===== src/rtl/uart_fifo_cfg_if.sv =====
// Client-side byte handshakes for uart_fifo_cfg: TX FIFO push and RX FIFO pop.
interface uart_fifo_cfg_if #(
    parameter int unsigned DATA_BITS = 8
);
    logic [DATA_BITS-1:0] tx_data;
    logic                 tx_valid;
    logic                 tx_ready;
    logic [DATA_BITS-1:0] rx_data;
    logic                 rx_valid;
    logic                 rx_ready;

    modport master (
        output tx_data, tx_valid, rx_ready,
        input  tx_ready, rx_data, rx_valid
    );

    modport slave (
        input  tx_data, tx_valid, rx_ready,
        output tx_ready, rx_data, rx_valid
    );
endinterface


===== src/rtl/uart_fifo_cfg.sv =====
// Full-duplex UART with runtime baud divisor, configurable character format,
// TX/RX FIFOs with valid/ready handshakes and sticky RX error flags.
module uart_fifo_cfg #(
    parameter int unsigned DATA_BITS  = 8,
    parameter int unsigned PARITY     = 0,
    parameter int unsigned STOP_BITS  = 1,
    parameter int unsigned DIV_W      = 16,
    parameter int unsigned DEPTH_LOG2 = 4
) (
    input  logic                clk,
    input  logic                reset,
    input  logic [DIV_W-1:0]    baud_div,
    input  logic                rx,
    output logic                tx,
    uart_fifo_cfg_if.slave      bus,
    output logic [DEPTH_LOG2:0] tx_level,
    output logic [DEPTH_LOG2:0] rx_level,
    output logic                tx_idle,
    output logic                rx_frame_err,
    output logic                rx_parity_err,
    output logic                rx_overrun,
    input  logic                err_clear
);

    localparam int unsigned DEPTH = 2 ** DEPTH_LOG2;
    localparam int unsigned PW    = DEPTH_LOG2 + 1;
    localparam int unsigned AW    = DEPTH_LOG2;
    localparam int unsigned BW    = 3;
    localparam logic        HAS_PAR = (PARITY != 0);
    localparam logic        PAR_ODD = (PARITY == 1);

    typedef enum logic [2:0] {
        TX_IDLE, TX_START, TX_DATA, TX_PARITY, TX_STOP
    } tx_state_t;

    typedef enum logic [2:0] {
        RX_IDLE, RX_START, RX_DATA, RX_PARITY, RX_STOP, RX_WAIT_HIGH
    } rx_state_t;

    // ---------------- TX FIFO ----------------
    logic [DATA_BITS-1:0] tx_mem [DEPTH];
    logic [PW-1:0]        tx_wr, tx_rd;
    logic                 tx_full, tx_empty, tx_push, tx_pop;
    logic [DATA_BITS-1:0] tx_head;

    assign tx_full      = (tx_wr[PW-1] != tx_rd[PW-1]) && (tx_wr[AW-1:0] == tx_rd[AW-1:0]);
    assign tx_empty     = (tx_wr == tx_rd);
    assign tx_push      = bus.tx_valid && !tx_full;
    assign tx_head      = tx_mem[tx_rd[AW-1:0]];
    assign bus.tx_ready = !tx_full;
    assign tx_level     = tx_wr - tx_rd;

    always_ff @(posedge clk) begin
        if (reset) begin
            tx_wr <= '0;
            tx_rd <= '0;
        end else begin
            if (tx_push) tx_wr <= tx_wr + PW'(1);
            if (tx_pop)  tx_rd <= tx_rd + PW'(1);
        end
    end

    always_ff @(posedge clk) begin
        if (tx_push) tx_mem[tx_wr[AW-1:0]] <= bus.tx_data;
    end

    // ---------------- TX FSM ----------------
    tx_state_t            tx_state;
    logic [DIV_W-1:0]     tx_cnt, tx_div;
    logic [DATA_BITS-1:0] tx_shift;
    logic [BW-1:0]        tx_bit;
    logic                 tx_par, tx_stop_n;
    logic                 tx_bit_end, tx_last_stop, tx_line;

    assign tx_bit_end   = (tx_cnt == tx_div);
    assign tx_last_stop = (STOP_BITS == 1) || tx_stop_n;
    assign tx_pop       = !tx_empty && ((tx_state == TX_IDLE) ||
                          ((tx_state == TX_STOP) && tx_bit_end && tx_last_stop));
    assign tx_idle      = tx_empty && (tx_state == TX_IDLE);

    // Line level implied by the current state; registered into tx each cycle.
    always_comb begin
        tx_line = 1'b1;
        case (tx_state)
            TX_START:  tx_line = 1'b0;
            TX_DATA:   tx_line = tx_shift[0];
            TX_PARITY: tx_line = tx_par;
            default:   tx_line = 1'b1;
        endcase
    end

    always_ff @(posedge clk) begin
        if (reset) begin
            tx_state  <= TX_IDLE;
            tx_cnt    <= '0;
            tx_div    <= '0;
            tx_shift  <= '0;
            tx_bit    <= '0;
            tx_par    <= 1'b0;
            tx_stop_n <= 1'b0;
            tx        <= 1'b1;
        end else begin
            tx <= tx_line;
            if (tx_pop) begin
                tx_state <= TX_START;
                tx_cnt   <= '0;
                tx_div   <= baud_div;
                tx_shift <= tx_head;
                tx_par   <= (^tx_head) ^ PAR_ODD;
            end else if (tx_state != TX_IDLE) begin
                if (!tx_bit_end) begin
                    tx_cnt <= tx_cnt + DIV_W'(1);
                end else begin
                    tx_cnt <= '0;
                    case (tx_state)
                        TX_START: begin
                            tx_state <= TX_DATA;
                            tx_bit   <= '0;
                        end
                        TX_DATA: begin
                            tx_shift <= tx_shift >> 1;
                            if (tx_bit == BW'(DATA_BITS - 1)) begin
                                tx_state  <= HAS_PAR ? TX_PARITY : TX_STOP;
                                tx_stop_n <= 1'b0;
                            end else begin
                                tx_bit <= tx_bit + BW'(1);
                            end
                        end
                        TX_PARITY: begin
                            tx_state  <= TX_STOP;
                            tx_stop_n <= 1'b0;
                        end
                        TX_STOP: begin
                            if (tx_last_stop) tx_state  <= TX_IDLE;
                            else              tx_stop_n <= 1'b1;
                        end
                        default: tx_state <= TX_IDLE;
                    endcase
                end
            end
        end
    end

    // ---------------- RX synchroniser ----------------
    logic rx_s1, rx_s2;

    always_ff @(posedge clk) begin
        if (reset) begin
            rx_s1 <= 1'b1;
            rx_s2 <= 1'b1;
        end else begin
            rx_s1 <= rx;
            rx_s2 <= rx_s1;
        end
    end

    // ---------------- RX FSM ----------------
    rx_state_t            rx_state;
    logic [DIV_W-1:0]     rx_cnt, rx_div;
    logic [DATA_BITS-1:0] rx_shift;
    logic [BW-1:0]        rx_bit;
    logic                 rx_par_ok, rx_sample, rx_stop_smp;
    logic                 rx_push, frame_set, par_set;

    // Start bit is sampled at half a period, every later bit a full period on.
    assign rx_sample   = (rx_state == RX_START) ? (rx_cnt == (rx_div >> 1)) : (rx_cnt == rx_div);
    assign rx_stop_smp = (rx_state == RX_STOP) && rx_sample;
    assign rx_push     = rx_stop_smp && rx_s2 && rx_par_ok;
    assign frame_set   = rx_stop_smp && !rx_s2;
    assign par_set     = rx_stop_smp && rx_s2 && !rx_par_ok;

    always_ff @(posedge clk) begin
        if (reset) begin
            rx_state  <= RX_IDLE;
            rx_cnt    <= '0;
            rx_div    <= '0;
            rx_shift  <= '0;
            rx_bit    <= '0;
            rx_par_ok <= 1'b1;
        end else begin
            case (rx_state)
                RX_IDLE: begin
                    if (!rx_s2) begin
                        rx_state  <= RX_START;
                        rx_cnt    <= '0;
                        rx_div    <= baud_div;
                        rx_par_ok <= 1'b1;
                    end
                end
                RX_START: begin
                    if (rx_sample) begin
                        rx_cnt <= '0;
                        if (rx_s2) begin
                            rx_state <= RX_IDLE;
                        end else begin
                            rx_state <= RX_DATA;
                            rx_bit   <= '0;
                        end
                    end else begin
                        rx_cnt <= rx_cnt + DIV_W'(1);
                    end
                end
                RX_DATA: begin
                    if (rx_sample) begin
                        rx_cnt   <= '0;
                        rx_shift <= {rx_s2, rx_shift[DATA_BITS-1:1]};
                        if (rx_bit == BW'(DATA_BITS - 1)) rx_state <= HAS_PAR ? RX_PARITY : RX_STOP;
                        else                              rx_bit   <= rx_bit + BW'(1);
                    end else begin
                        rx_cnt <= rx_cnt + DIV_W'(1);
                    end
                end
                RX_PARITY: begin
                    if (rx_sample) begin
                        rx_cnt    <= '0;
                        rx_par_ok <= (((^rx_shift) ^ rx_s2) == PAR_ODD);
                        rx_state  <= RX_STOP;
                    end else begin
                        rx_cnt <= rx_cnt + DIV_W'(1);
                    end
                end
                RX_STOP: begin
                    if (rx_sample) rx_state <= rx_s2 ? RX_IDLE : RX_WAIT_HIGH;
                    else           rx_cnt   <= rx_cnt + DIV_W'(1);
                end
                RX_WAIT_HIGH: begin
                    if (rx_s2) rx_state <= RX_IDLE;
                end
                default: rx_state <= RX_IDLE;
            endcase
        end
    end

    // ---------------- RX FIFO ----------------
    logic [DATA_BITS-1:0] rx_mem [DEPTH];
    logic [PW-1:0]        rx_wr, rx_rd;
    logic                 rx_full, rx_empty, rx_pop, rx_wr_en, ovr_set;

    assign rx_full      = (rx_wr[PW-1] != rx_rd[PW-1]) && (rx_wr[AW-1:0] == rx_rd[AW-1:0]);
    assign rx_empty     = (rx_wr == rx_rd);
    assign rx_pop       = !rx_empty && bus.rx_ready;
    assign rx_wr_en     = rx_push && (!rx_full || rx_pop);
    assign ovr_set      = rx_push && rx_full && !rx_pop;
    assign bus.rx_valid = !rx_empty;
    assign bus.rx_data  = rx_empty ? '0 : rx_mem[rx_rd[AW-1:0]];
    assign rx_level     = rx_wr - rx_rd;

    always_ff @(posedge clk) begin
        if (reset) begin
            rx_wr <= '0;
            rx_rd <= '0;
        end else begin
            if (rx_wr_en) rx_wr <= rx_wr + PW'(1);
            if (rx_pop)   rx_rd <= rx_rd + PW'(1);
        end
    end

    always_ff @(posedge clk) begin
        if (rx_wr_en) rx_mem[rx_wr[AW-1:0]] <= rx_shift;
    end

    // Sticky error flags; a new error outranks a same-cycle clear.
    always_ff @(posedge clk) begin
        if (reset) begin
            rx_frame_err  <= 1'b0;
            rx_parity_err <= 1'b0;
            rx_overrun    <= 1'b0;
        end else begin
            if (frame_set)      rx_frame_err  <= 1'b1;
            else if (err_clear) rx_frame_err  <= 1'b0;
            if (par_set)        rx_parity_err <= 1'b1;
            else if (err_clear) rx_parity_err <= 1'b0;
            if (ovr_set)        rx_overrun    <= 1'b1;
            else if (err_clear) rx_overrun    <= 1'b0;
        end
    end

endmodule


===== src/flat_wrapper.sv =====
// flat-port wrapper written by rule: the top's interface ports become plain ports
module uart_fifo_cfg_flat 
#(
    parameter int unsigned DATA_BITS  = 8,
    parameter int unsigned PARITY     = 0,
    parameter int unsigned STOP_BITS  = 1,
    parameter int unsigned DIV_W      = 16,
    parameter int unsigned DEPTH_LOG2 = 4
)
  (clk, reset, baud_div, rx, tx, tx_level, rx_level, tx_idle, rx_frame_err, rx_parity_err, rx_overrun, err_clear, bus_tx_data, bus_tx_valid, bus_rx_ready, bus_tx_ready, bus_rx_data, bus_rx_valid);
  uart_fifo_cfg_if #(.DATA_BITS(DATA_BITS)) bus_i ();
  input  logic clk;
  input  logic reset;
  input  logic [DIV_W-1:0] baud_div;
  input  logic rx;
  output logic tx;
  output logic [DEPTH_LOG2:0] tx_level;
  output logic [DEPTH_LOG2:0] rx_level;
  output logic tx_idle;
  output logic rx_frame_err;
  output logic rx_parity_err;
  output logic rx_overrun;
  input  logic err_clear;
  input wire logic [$bits(bus_i.tx_data)-1:0] bus_tx_data;
  input wire logic [$bits(bus_i.tx_valid)-1:0] bus_tx_valid;
  input wire logic [$bits(bus_i.rx_ready)-1:0] bus_rx_ready;
  output wire logic [$bits(bus_i.tx_ready)-1:0] bus_tx_ready;
  output wire logic [$bits(bus_i.rx_data)-1:0] bus_rx_data;
  output wire logic [$bits(bus_i.rx_valid)-1:0] bus_rx_valid;
  assign bus_i.tx_data = bus_tx_data;
  assign bus_i.tx_valid = bus_tx_valid;
  assign bus_i.rx_ready = bus_rx_ready;
  assign bus_tx_ready = bus_i.tx_ready;
  assign bus_rx_data = bus_i.rx_data;
  assign bus_rx_valid = bus_i.rx_valid;
  uart_fifo_cfg #(.DATA_BITS(DATA_BITS), .PARITY(PARITY), .STOP_BITS(STOP_BITS), .DIV_W(DIV_W), .DEPTH_LOG2(DEPTH_LOG2)) u_core (.clk(clk), .reset(reset), .baud_div(baud_div), .rx(rx), .tx(tx), .bus(bus_i), .tx_level(tx_level), .rx_level(rx_level), .tx_idle(tx_idle), .rx_frame_err(rx_frame_err), .rx_parity_err(rx_parity_err), .rx_overrun(rx_overrun), .err_clear(err_clear));
endmodule

===== config.mk =====
export PLATFORM = sky130hd
export DESIGN_NAME = uart_fifo_cfg_flat
export DESIGN_NICKNAME = d
export VERILOG_FILES = /design/src/rtl/uart_fifo_cfg_if.sv /design/src/rtl/uart_fifo_cfg.sv /design/src/flat_wrapper.sv
export SDC_FILE = /design/constraint.sdc
export NUM_CORES = 1
export LEC_CHECK = 0
export CAP_MARGIN = 20
export CORE_MARGIN = 4
export CORE_UTILIZATION = 57
export DETAILED_ROUTE_END_ITERATION = 7
export GPL_TIMING_DRIVEN = 0
export HOLD_SLACK_MARGIN = 0.12
export PLACE_DENSITY_LB_ADDON = 0.2
export SLEW_MARGIN = 15
export SYNTH_ARGS = -nofsm -noshare
export SYNTH_HDL_FRONTEND = slang
export SYNTH_SLANG_ARGS = --single-unit
export TNS_END_PERCENT = 20

===== constraint.sdc =====
create_clock -name clk -period 3.8 [get_ports clk]
set_input_delay 0.38 -clock clk [delete_from_list [all_inputs] [get_ports clk]]
set_output_delay 0.38 -clock clk [all_outputs]
set_load 0.02 [all_outputs]

==> results of run 1 <==
==> registers in the layout, indices dropped and copies added (netlist names), 3 cells and up, named ones only <==
signal and count:
u_core.rx_shift 8, u_core.rx_cnt 16, u_core.tx_wr 5, u_core.rx_rd 5, u_core.tx_mem 128, u_core.rx_mem 128
u_core.tx_div 16, u_core.rx_wr 5, u_core.rx_bit 3, u_core.tx_rd 5, u_core.tx_state 3, u_core.rx_state 3
u_core.rx_div 16, u_core.tx_cnt 16, u_core.tx_bit 3, u_core.tx_shift 8
==> worst max-delay path: stages (launching register included) <==
cell,delay (ns)
dfxtp_1,0.30
clkbuf_1,0.26
clkbuf_4,0.37
mux4_2,0.58
mux4_2,0.49
nor2b_1,0.15
clkdlybuf4s50_1,0.57
==> layout make-up <==
type,instances,area share (%)
Timing Repair Buffer,61,3.16
Tap cell,378,2.53
Clock inverter,11,0.836
Multi-Input combinational cell,685,30.5
Sequential cell,384,54.8
Buffer,59,1.51
Inverter,29,0.582
Clock buffer,60,6.08
==> synth_stat cells (18+ instances only) <==
cell type  number
mux4_2         72
nor2_1        123
ha_1           24
a21oi_1        42
nand2_1        67
nor3_1         21
nor2b_1        18
dfxtp_1       128
inv_1          29
xnor2_1        54
mux2i_1        46
nand3_1        19
clkbuf_1       33
nand4_1        19
xor2_1         41
edfxtp_1      256
==> stage by stage <==
stage | setup WS [ns] | instance area (µm²) | cells | TNS [ns] | hold slack, ns
CTS | -0.0834 | 18600 | 1665 | -1.32 | 0.413
global route | 0.0323 | 18700 | 1667 | 0 | 0.442
floorplan | 0.457 | 16300 | 1157 | 0 | 0.389
finish | 0.159 | 18700 | 1667 | 0 | 0.412
global placement | -0.535 | 17300 | 1589 | -7.90 | 0.396
detailed placement | -0.286 | 17300 | 1594 | -5.45 | 0.401
==> timing repair <==
| action | in CTS | in global routing |
|---|---|---|
| resized for setup | 19 | 13 |
| pin swaps | 0 | 1 |
| buffers inserted | 0 | 2 |
| endpoints found under the setup margin | 61 | 135 |
==> per-layer routing <==
layer | wire (µm) | global-route usage, % | vias up
met5 | 0 | 0 | -
met4 | 814 | 6.19 | 0
met3 | 1670 | 2.91 | 57
met2 | 17200 | 38.1 | 300
met1 | 15000 | 31.9 | 4827
li1 | - | - | 4514
==> kinds of logic after synthesis <==
kind of cell             count (synthesis)  synth area share (%)
flip-flops                             384                  63.0
multiplexers                           118                  12.8
AND/OR/NAND/NOR                        340                  10.3
buffers and inverters                   88                  2.34
XOR/XNOR                                95                  5.12
AO/OA/AOI/OAI                          106                  4.29
adder cells (fa/ha/maj)                 26                  2.09
==> power breakdown <==
part	switching [mW]	internal (mW)
clock network	1.51	2.34
logic	1.02	0.824
registers	0.112	4.58
==> final timing paths <==
path,startpoint,endpoint,slack (ns),cells past startpoint
worst min register to register,u_core.rx_s1,u_core.rx_s2,0.41,1
worst min-delay path,u_core.rx_s1,u_core.rx_s2,0.41,1
worst max-delay path,flip-flop,bus_rx_data[5],0.16,6
worst max register to register,u_core.rx_state[2],u_core.rx_mem[3][0],0.32,12
==> results.cfg, run 1 <==
[setup_path]
cp.required_ns = 3.42
critical_path_class = flip-flop to output port
cp_max_fo = 10
crit_path_start_kind = flip-flop
cp.arrival_ns = 3.26
crit_path_end_kind = output port

[die]
start_util_pct = 58.2
rows = 61
ios = 55
die_area_um2 = 31300
die_h_um = 177
core_um2 = 27900
die_w_um = 177

[clock_network]
root_buffer = clkbuf_16
postCtsHoldBufs = 0
cts_num_sinks = 384
clk_pin_slew_ns = 0.06
clk_latency_ns = 0.53
tritoncts = done
htreeDepth = 2
cts_buffers = 40
cts_buffer_depth = 3

[route]
first_pass_iters = 5
num_vias = 9698
drc_errors = 0
drt_wl_total_um = 34700
ant_nets = 0
first_iter_violations = 850
wl_per_cell_um = 20.8
via_per_inst = 5.82

[finish]
mostFrequentLayoutCell = edfxtp_1
antenna_cells = 0
postLayoutCoreUtil_pct = 66.9
layout.area.seq_um2 = 10200
drive_gt1_share_pct = 14.5
final_nets = 1316
fillCellCount = 2012
area_growth_pct = 15.0
multi_input_area_um2 = 5700
mostFrequentLayoutCells = edfxtp_1, dfxtp_1, nor2_1

[min_path]
hp-class = flip-flop to flip-flop

[pwr]
pwr_density_cell_nw_per_um2 = 555
leakage_nw = 6.34
peakVddDrop_v = 0.000516
finalPower_mw = 10.4

[placed_design]
place_congestion = 0.837
hpwl_um = 23700
port_buffers = 54

[yosys]
synth_nets = 1213
synth-seq-cells = 384
yosysTopAreaCell = edfxtp_1
yosys-top-cells-area = edfxtp_1, dfxtp_1, mux4_2
ys_seq_area_share_pct = 63.0
syn_area_per_cell_um2 = 14.1
synthDistinctLibCells = 59
async_flop_share_pct = 0
ys_dominant_reg_cell = edfxtp_1
synth_area_um2 = 16300
ys_warn_count = 0
synthCells = 1157
netlist.area_leader.share_pct = 47.3
synth-edff-count = 256

[grt]
grt_max_degree = 20
grt_pass1_wl_um = 55300
grt_overflow = 0
antenna_found_initial = 0
first_global_vias = 9863
grt_usage_pct = 22.7

[timing]
setup_viol = 0
max_slew.worst_pin.slew_ns = 0.882
maxSlewHeadroom_pct = 41.0
drv_slew = 0
finalClockSkew_ns = 0.0113
hold_viol_final = 0
fin_crit_sh_pct = 95.8
fmax_mhz = 275
rsz0062_at_grt = no
fin_crit_ns = 3.64

[outcome]
outcome = completed

[run]
cap_viol_max_count = 0
Power figures use the tool's default switching activity.
==> inputs of run 2 (changes only) <==
- SKIP_CTS_REPAIR_TIMING: default -> 1
- clock period: 3.8 -> 4.7 ns (I/O delays scaled with it)
==> run 2 against run 1 <==
Power fell by 19%. Utilization fell by 0.26 points. Count of clock-buffer cells in the layout did not move. Largest cell class unchanged.
==> results.cfg, run 2 (synthesis gave the netlist of run 1 again) <==
[timing]
fmax_mhz = 240
fin_crit_ns = 4.17
drv_slew = 0
fin_ws_ns = 0.526
hold_viol_final = 0
timing.setup.tns_ns = 0
setup_viol = 0
maxSlewHeadroom_pct = 37.1
fin_crit_sh_pct = 88.8
max_slew.worst_pin.slew_ns = 0.944
finalClockSkew_ns = 0.0126
rsz0062_at_grt = no
hold_slack_ns = 0.411

[grt]
grt_max_degree = 20
grt_pass1_wl_um = 55200
grt_usage_pct = 22.7
grt_overflow = 0
first_global_vias = 9852
antenna_found_initial = 0

[die]
start_util_pct = 58.2
die_h_um = 177
ios = 55
die_area_um2 = 31300
rows = 61
core_um2 = 27900
die_w_um = 177

[route]
ant_nets = 0
wl_per_cell_um = 20.7
first_iter_violations = 1010
first_pass_iters = 5
drc_errors = 0
via_per_inst = 5.78
drt_wl_total_um = 34400
num_vias = 9627

[clock_network]
root_buffer = clkbuf_16
cts_buffers = 40
clk_latency_ns = 0.53
clk_pin_slew_ns = 0.06
cts_buffer_depth = 3
htreeDepth = 2
tritoncts = done
cts_num_sinks = 384

[min_path]
hp-class = flip-flop to flip-flop
min_path_cells = 1

[finish]
multi_input_area_um2 = 5660
mostFrequentLayoutCell = edfxtp_1
drive_gt1_share_pct = 13.0
final_nets = 1314
final_area_um2 = 18600
area_growth_pct = 14.6
fin_cells = 1665
antenna_cells = 0
layout.area.seq_um2 = 10200
mostFrequentLayoutCells = edfxtp_1, dfxtp_1, nor2_1
fillCellCount = 2023

[setup_path]
crit_path_start_kind = flip-flop
cp_max_fo = 10
crit_path_end_kind = output port
cp.arrival_ns = 3.70
crit_path_cell_trace = clkbuf_1 -> buf_1 -> mux4_2 -> mux4_2 -> nor2b_1 -> clkdlybuf4s50_1
critical_path_class = flip-flop to output port
rr_worst_depth = 10
crit_top_cell = mux4_2
critPathSlowestCell = buf_1
cp.required_ns = 4.23
max_stage_delay_ns = 0.75

[placed_design]
place_inst = 1594
place_congestion = 0.837
hpwl_um = 23700
pre_cts_ws_ns = 0.614
placed_area_um2 = 17300
port_buffers = 54

[pwr]
peakVddDrop_v = 0.000416
leakage_nw = 6.32
pwr_density_cell_nw_per_um2 = 450

[outcome]
outcome = completed

[run]
cap_viol_max_count = 0
## run 2: final timing paths
path / start / to / slack [ns]
hold reg to reg: u_core.rx_s1 / u_core.rx_s2 / 0.41
setup / recovery: flip-flop / bus_rx_data[5] / 0.53
setup reg to reg: u_core.rx_state[2] / u_core.rx_mem[7][5] / 0.66
hold / removal: u_core.rx_s1 / u_core.rx_s2 / 0.41
## run 2: per-stage QoR
step / total power, mW / util [%]
after floorplan: 4.93 / -
after global placement: 5.32 / 61.8
after detailed placement: 5.35 / 62.1
after CTS: 8.46 / 66.7
after global routing: 8.75 / 66.7
final: 8.39 / 66.7
## run 2: final cells by class
type,instances,area share [%]
clock buffers,60,6.11
well taps,378,2.54
flip-flops and latches,384,55.0
inverters,29,0.584
multi-input cells,685,30.4
clock inverters,11,0.840
repair buffers,59,3.09
plain buffers,59,1.46
## run 2: critical path, delay by kind of cell (launching register included)
kind	cells	cell delay, ns
buf+inv	3	1.58
mux	2	1.14
flops	1	0.30
simple gates	1	0.15
## run 2: layer usage
| layer | global-route usage [%] | part of all wire, % | up-vias |
|---|---|---|---|
| met5 | 0 | 0 | - |
| li1 | - | - | 4519 |
| met2 | 38.1 | 49 | 278 |
| met4 | 6.22 | 2.4 | 0 |
| met3 | 2.84 | 5.2 | 56 |
| met1 | 31.8 | 43 | 4774 |
## run 2: power by group
group	switching, mW	internal, mW	leakage, nW
clock	1.22	1.89	0.625
combinational	0.823	0.665	2.32
sequential	0.0907	3.70	3.38
